===== config.mk =====
export PLATFORM = sky130hd
export DESIGN_NAME = spi_bus_arbiter
export DESIGN_NICKNAME = d
export VERILOG_FILES = /design/src/rtl/spi_bus_arbiter.sv
export SDC_FILE = /design/constraint.sdc
export NUM_CORES = 1
export LEC_CHECK = 0
export CAP_MARGIN = 20
export CELL_PAD_IN_SITES_DETAIL_PLACEMENT = 1
export CELL_PAD_IN_SITES_GLOBAL_PLACEMENT = 2
export CORE_MARGIN = 8
export CORE_UTILIZATION = 29
export CTS_CLUSTER_DIAMETER = 80
export DETAILED_ROUTE_END_ITERATION = 8
export PLACE_DENSITY_LB_ADDON = 0.1
export SYNTH_ARGS = -nofsm -noshare
export SYNTH_HDL_FRONTEND = slang
export SYNTH_SLANG_ARGS = --single-unit

===== constraint.sdc =====
create_clock -name clk -period 2.9 [get_ports clk]
set_input_delay 0.725 -clock clk [delete_from_list [all_inputs] [get_ports clk]]
set_output_delay 0.725 -clock clk [all_outputs]
set_load 0.05 [all_outputs]

===== src/rtl/spi_bus_arbiter.sv =====
// Round-robin arbiter sharing one spi_master between two requesters.
// Optional WAIT timeout abort is compiled in when SPI_ARB_TIMEOUT_EN is defined.
module spi_bus_arbiter #(
    parameter int DATA_W  = 8,
    parameter int TIMEOUT = 1023
) (
    input  logic              clk,
    input  logic              rst_n,
    input  logic              req0,
    input  logic              req1,
    input  logic [DATA_W-1:0] data0,
    input  logic [DATA_W-1:0] data1,
    output logic              grant0,
    output logic              grant1,
    output logic              done0,
    output logic              done1,
    output logic [DATA_W-1:0] rx0,
    output logic [DATA_W-1:0] rx1,
    output logic              m_start,
    output logic [DATA_W-1:0] m_data,
    input  logic              m_busy,
    input  logic              m_done,
    input  logic [DATA_W-1:0] m_rx,
    output logic              err
);

    localparam logic [1:0] S_IDLE  = 2'd0;
    localparam logic [1:0] S_START = 2'd1;
    localparam logic [1:0] S_WAIT  = 2'd2;
    localparam logic [1:0] S_DONE  = 2'd3;

    logic [1:0]        r_state;
    logic              r_last;     // winner of the latest grant; also the owner while busy
    logic              r_grant0;
    logic              r_grant1;
    logic              r_done0;
    logic              r_done1;
    logic              r_m_start;
    logic [DATA_W-1:0] r_m_data;
    logic [DATA_W-1:0] r_rx0;
    logic [DATA_W-1:0] r_rx1;

    logic w_req_any;
    logic w_pick1;
    logic w_timeout;

    assign w_req_any = req0 | req1;
    // Requester 1 wins when alone, or when both ask and requester 0 had the bus last.
    assign w_pick1   = req1 & (~req0 | ~r_last);

`ifdef SPI_ARB_TIMEOUT_EN
    localparam int               CNT_W    = $clog2(TIMEOUT + 1);
    localparam logic [CNT_W-1:0] CNT_LAST = CNT_W'(TIMEOUT - 1);

    logic [CNT_W-1:0] r_cnt;
    logic             r_err;

    // Abort on the WAIT cycle that would bring the count to TIMEOUT; m_done wins a tie.
    assign w_timeout = (r_state == S_WAIT) && !m_done && (r_cnt == CNT_LAST);

    always_ff @(posedge clk or negedge rst_n) begin
        if (!rst_n) begin
            r_cnt <= '0;
            r_err <= 1'b0;
        end else begin
            r_err <= w_timeout;
            if (r_state != S_WAIT) begin
                r_cnt <= '0;
            end else if (!m_done) begin
                r_cnt <= r_cnt + 1'b1;
            end
        end
    end

    assign err = r_err;
`else
    logic [31:0] w_unused_timeout;

    assign w_unused_timeout = TIMEOUT;
    assign w_timeout        = 1'b0;
    assign err              = 1'b0;
`endif

    // NOTE: sequential state uses non-blocking assignments so every register
    // samples pre-edge values regardless of statement order.
    always_ff @(posedge clk or negedge rst_n) begin
        if (!rst_n) begin
            // NOTE: rx0/rx1 are plain registers, not a memory, so they take the async reset too.
            r_state   <= S_IDLE;
            r_last    <= 1'b1;
            r_grant0  <= 1'b0;
            r_grant1  <= 1'b0;
            r_done0   <= 1'b0;
            r_done1   <= 1'b0;
            r_m_start <= 1'b0;
            r_m_data  <= '0;
            r_rx0     <= '0;
            r_rx1     <= '0;
        end else begin
            case (r_state)
                S_IDLE: begin
                    if (!m_busy && w_req_any) begin
                        r_state   <= S_START;
                        r_last    <= w_pick1;
                        r_grant0  <= ~w_pick1;
                        r_grant1  <= w_pick1;
                        r_m_start <= 1'b1;
                        r_m_data  <= w_pick1 ? data1 : data0;
                    end
                end
                S_START: begin
                    r_m_start <= 1'b0;
                    r_state   <= S_WAIT;
                end
                S_WAIT: begin
                    if (m_done) begin
                        r_state <= S_DONE;
                        if (r_last) begin
                            r_rx1   <= m_rx;
                            r_done1 <= 1'b1;
                        end else begin
                            r_rx0   <= m_rx;
                            r_done0 <= 1'b1;
                        end
                    end else if (w_timeout) begin
                        // Aborted transfer: report completion but keep the old rx word.
                        r_state <= S_DONE;
                        r_done1 <= r_last;
                        r_done0 <= ~r_last;
                    end
                end
                S_DONE: begin
                    r_state  <= S_IDLE;
                    r_grant0 <= 1'b0;
                    r_grant1 <= 1'b0;
                    r_done0  <= 1'b0;
                    r_done1  <= 1'b0;
                end
                default: begin
                    r_state <= S_IDLE;
                end
            endcase
        end
    end

    assign grant0  = r_grant0;
    assign grant1  = r_grant1;
    assign done0   = r_done0;
    assign done1   = r_done1;
    assign rx0     = r_rx0;
    assign rx1     = r_rx1;
    assign m_start = r_m_start;
    assign m_data  = r_m_data;

endmodule


* Yosys cells after proc, flatten, opt, wreduce, memory -nomap -nowiden *
Cells that the tools add are included.

word-level totals
  flip-flop bits (word level) = 32
  input port bits = 30
  logic and storage cells = 53

cells by class
  equality and inequality tests = 7
  multiplexer cells = 16
  bitwise gates (word level) = 6
  reduce and logical (&&, ||, !) cells = 14

operators with widths
  operator            count
  $reduce_and 3->1    4
  $pmux 1 s2          5
  $mux 8              1
  $ne 2x2->1 const B  4
  $pmux 2 s4          1
  $reduce_and 2->1    4
  $mux 1              7
  $reduce_bool 2->1   3
  $eq 2x2->1 const B  2
  $mux 2              2
  $not 1->1           3
  $eq 2x1->1 const B  1
  $logic_not 2->1     1
  $or 1x1->1          2
  $and 1x1->1         1
  $logic_and 1x1->1   1
  $logic_not 1->1     1

* Depth between registers and ports, before layout *
  word-level depth = 6
  gate-level depth with buffers = 6
  mapped depth without buffers = 5

* Worst setup path before layout *
No wires, ideal clock.

  kind = input to register
  start = input port m_busy
  end = register r_state[1]
  arrival = 1.387 ns
  data required time = 2.775 ns
  path slack = 1.388 ns
  stages on the path = 3
  path buffers = 0
  path through = o21bai_4 > a22oi_2 > mux2_2

between the ends
  longest elaborated chain between the ends = 4

ends and longest elaborated chain
  item                        RTL line  RTL
  from (decl)                 21        input logic m_busy,
  $logic_not 1->1             102       if (!m_busy && w_req_any) begin
  $logic_and 1x1->1           102
  $ne 2x2->1 (no line)        n/a
  $reduce_and 2->1 (no line)  n/a
  to (signal assigned)        103       r_state <= S_START;
  to (signal assigned)        113       r_state <= S_WAIT;
  to (signal assigned)        117       r_state <= S_DONE;
  to (decl)                   32        logic [1:0] r_state;

Every way passes these cells.
A chain may end at the register's enable or synchronous reset.

* Worst setup path in the final report *
  start = register r_grant1 (netlist: grant1)
  end = output port grant1

RTL lines
  item                    RTL line  RTL
  from (decl)             35        logic r_grant1;
  from (signal assigned)  106       r_grant1 <= w_pick1;
  to (decl)               14        output logic grant1,

No word-level cell between the ends.

==> qor.yml <==
cp-start-kind: "register"
worst_path_largest_cell_delay_ps: 830
cp_cell_sequence: "clkdlybuf4s50_1"
grt_remaining_overflow: 0
drt-wirelength-per-cell_um: 16.2
drt_iter0_drc: 17
syn-cell-area_mm2: 0.00151
tns_ps: 0
worstMarginPinSlew_ps: 520
critPathSlowestCell: "clkdlybuf4s50_1"
grt_pass1_vias: 1367
fin_crit_ps: 2230
critPathBufInv: 1
wl_um: 4000
clockRootBuffer: "clkbuf_8"
netlist_instances: 114
num_rows: 26
synthesis.nets: 150
num_io_pins: 60
gp_congestion: 0.688
ys_warn_count: 0
hp-class: "register to register"
hold_ws_ps: 502
synth_top_cell_by_area: "dfrtp_1"
yosysSeqAreaShare_pct: 53.2
post-route-period-util_pct: 76.8
coreArea_mm2: 0.00507
synth_cell_types: 31
htree_levels: 2
antenna_found_initial: 0
clk_pin_slew_ps: 60
post_cts_buffers: 0
critPathCaptureType: "output pin"
cp_data_arrival_time_ps: 1500
maxSlewViolCount: 0
p_per_area_mw_per_mm2: 1270
die_y_um: 88.1
ant_nets: 0
rsz0062_at_grt: "no"
hpwl_um: 3100
detailedRoute.firstPassIterationCount: 3
ctsHoldBuffers: 0
dieWidth_um: 88.1
cp.required_ps: 2170
area_growth_pct: 49.1
clock_sinks: 32
start_util_pct: 29.7
relSlewSlack_pct: 65.2
worst-setup-path-type: "register to output pin"
ys_seq_elements: 32
hold_viol_final: 0
avgViaCountPerCell: 4.49
peakVddDrop_mv: 0.421
drive_above_1_share_pct: 19.2
yosys-top-cells-area: "dfrtp_1, mux2_2, mux2i_1"
num_antenna_cells: 0
cts_tree: "done"
netlist.area_leader.share_pct: 51.5
grt_use_total_pct: 11.0
max_freq_ghz: 0.449
leakage_nw: 0.952
drc: 0
vias: 1110
cap_violations: 0
grt_max_degree: 33
cts_resized: 0
postLayoutCoreUtil_pct: 44.3
grt_pass1_wl_um: 6510
outcome: "finished, final reports clean"
final_nets: 213
setup_violations: 0
cts_inserted_buffers: 5
crit_family: "buffers and inverters"
cts_buffer_depth: 2
clock_skew_ps: 2.85
clock_latency_ps: 270
io_buffers: 58
cp_max_fo: 3
avgSynthCellArea_um2: 13.2
dieArea_mm2: 0.00776
==> worst register-to-register path, stage by stage (launching register included) <==
cell     delay (ps)
dfrtp_1         440
inv_1           130
ha_1            430
inv_1           250
nor2_1          230
a21oi_1         100
==> registers in the layout, indices dropped and copies added, names as in the netlist <==
name and count:
grant0 1, rx0 8, grant1 1, m_start 1, m_data 8, rx1 8
r_state 2, done0 1, r_last 1, done1 1
==> logic make-up after synthesis <==
| kind of cell | after synthesis | synth area share (%) |
|---|---|---|
| other | 1 | 0.249 |
| flip-flops | 32 | 53.2 |
| AO/OA/AOI/OAI | 33 | 14.8 |
| multiplexers | 25 | 18.0 |
| buffers and inverters | 7 | 3.16 |
| adder cells (fa/ha/maj) | 6 | 4.98 |
| AND/OR/NAND/NOR | 10 | 5.57 |
==> area by class of cell <==
class,instances,area [um^2]
Timing Repair Buffer,59,588
Fill cell,558,2830
Clock buffer,7,96.3
Inverter,4,15.0
Tap cell,70,87.6
Multi-Input combinational cell,75,657
Sequential cell,32,802
==> synth_stat cells <==
master / instances
dfrtp_1: 31
mux2_2: 17
o21ai_0: 9
a21oi_1: 8
mux2i_1: 8
ha_1: 6
o21ai_1: 5
inv_1: 4
a31oi_1: 2
nor2_1: 2
nor3b_1: 2
a21bo_4: 1
a22oi_2: 1
a31o_2: 1
buf_12: 1
buf_2: 1
buf_4: 1
conb_1: 1
dfstp_2: 1
nand2_2: 1
nand2b_1: 1
nand3_1: 1
nand3_4: 1
nand3b_4: 1
nor2b_1: 1
o211ai_1: 1
o21ba_2: 1
o21bai_4: 1
o2bb2ai_1: 1
o31ai_1: 1
o32a_1: 1
==> path summary, 6_finish.rpt <==
kind	slack, ps	depth (start not counted)	end	start
setup / recovery	670	1	grant1	grant1
hold / removal	500	1	rx1[4]	rx1[4]
setup reg to reg	1200	5	m_data[4]	r_state[1]
hold reg to reg	500	1	rx1[4]	rx1[4]
max in group asynchronous	1710	2	r_last	rst_n
min in group asynchronous	860	2	rx0[1]	rst_n
==> routing by layer <==
metal	global-route usage (%)	up-vias	share of wire, %
li1	-	535	-
met1	11.2	527	40
met2	19.7	44	50
met3	4.69	4	8.8
met4	3.53	0	0.82
met5	0	-	0
==> where the power goes <==
part           total, W  switching, W  internal, W
logic           0.00168       0.00107     0.000618
registers      0.000808      0.000136     0.000672
clock network  0.000364      0.000153     0.000211
==> stage by stage <==
step / power, W / setup WS, ps / instances / instance area (um^2)
2_1_floorplan: 0.00194 / 1390 / 114 / 1510
3_3_place_gp: 0.00249 / 799 / 240 / 2150
3_5_place_dp: 0.00253 / 769 / 240 / 2150
4_1_cts: 0.00290 / 657 / 247 / 2250
5_1_grt: 0.00303 / 642 / 247 / 2250
6_report: 0.00286 / 674 / 247 / 2250
==> placed cells by master (no fill, tap or decap), drive strengths merged, types with 2 or more instances in the layout <==
cell           Yosys  layout
nand3              2       2
inv                4       4
mux2              17      17
clkbuf             0       7
nor3b              2       2
a31oi              2       2
o21ai             14      14
clkdlybuf4s50      0      58
ha                 6       6
mux2i              8       8
nor2               2       2
a21oi              8       8
dfrtp             31      31
Power figures use the tool's default switching activity.
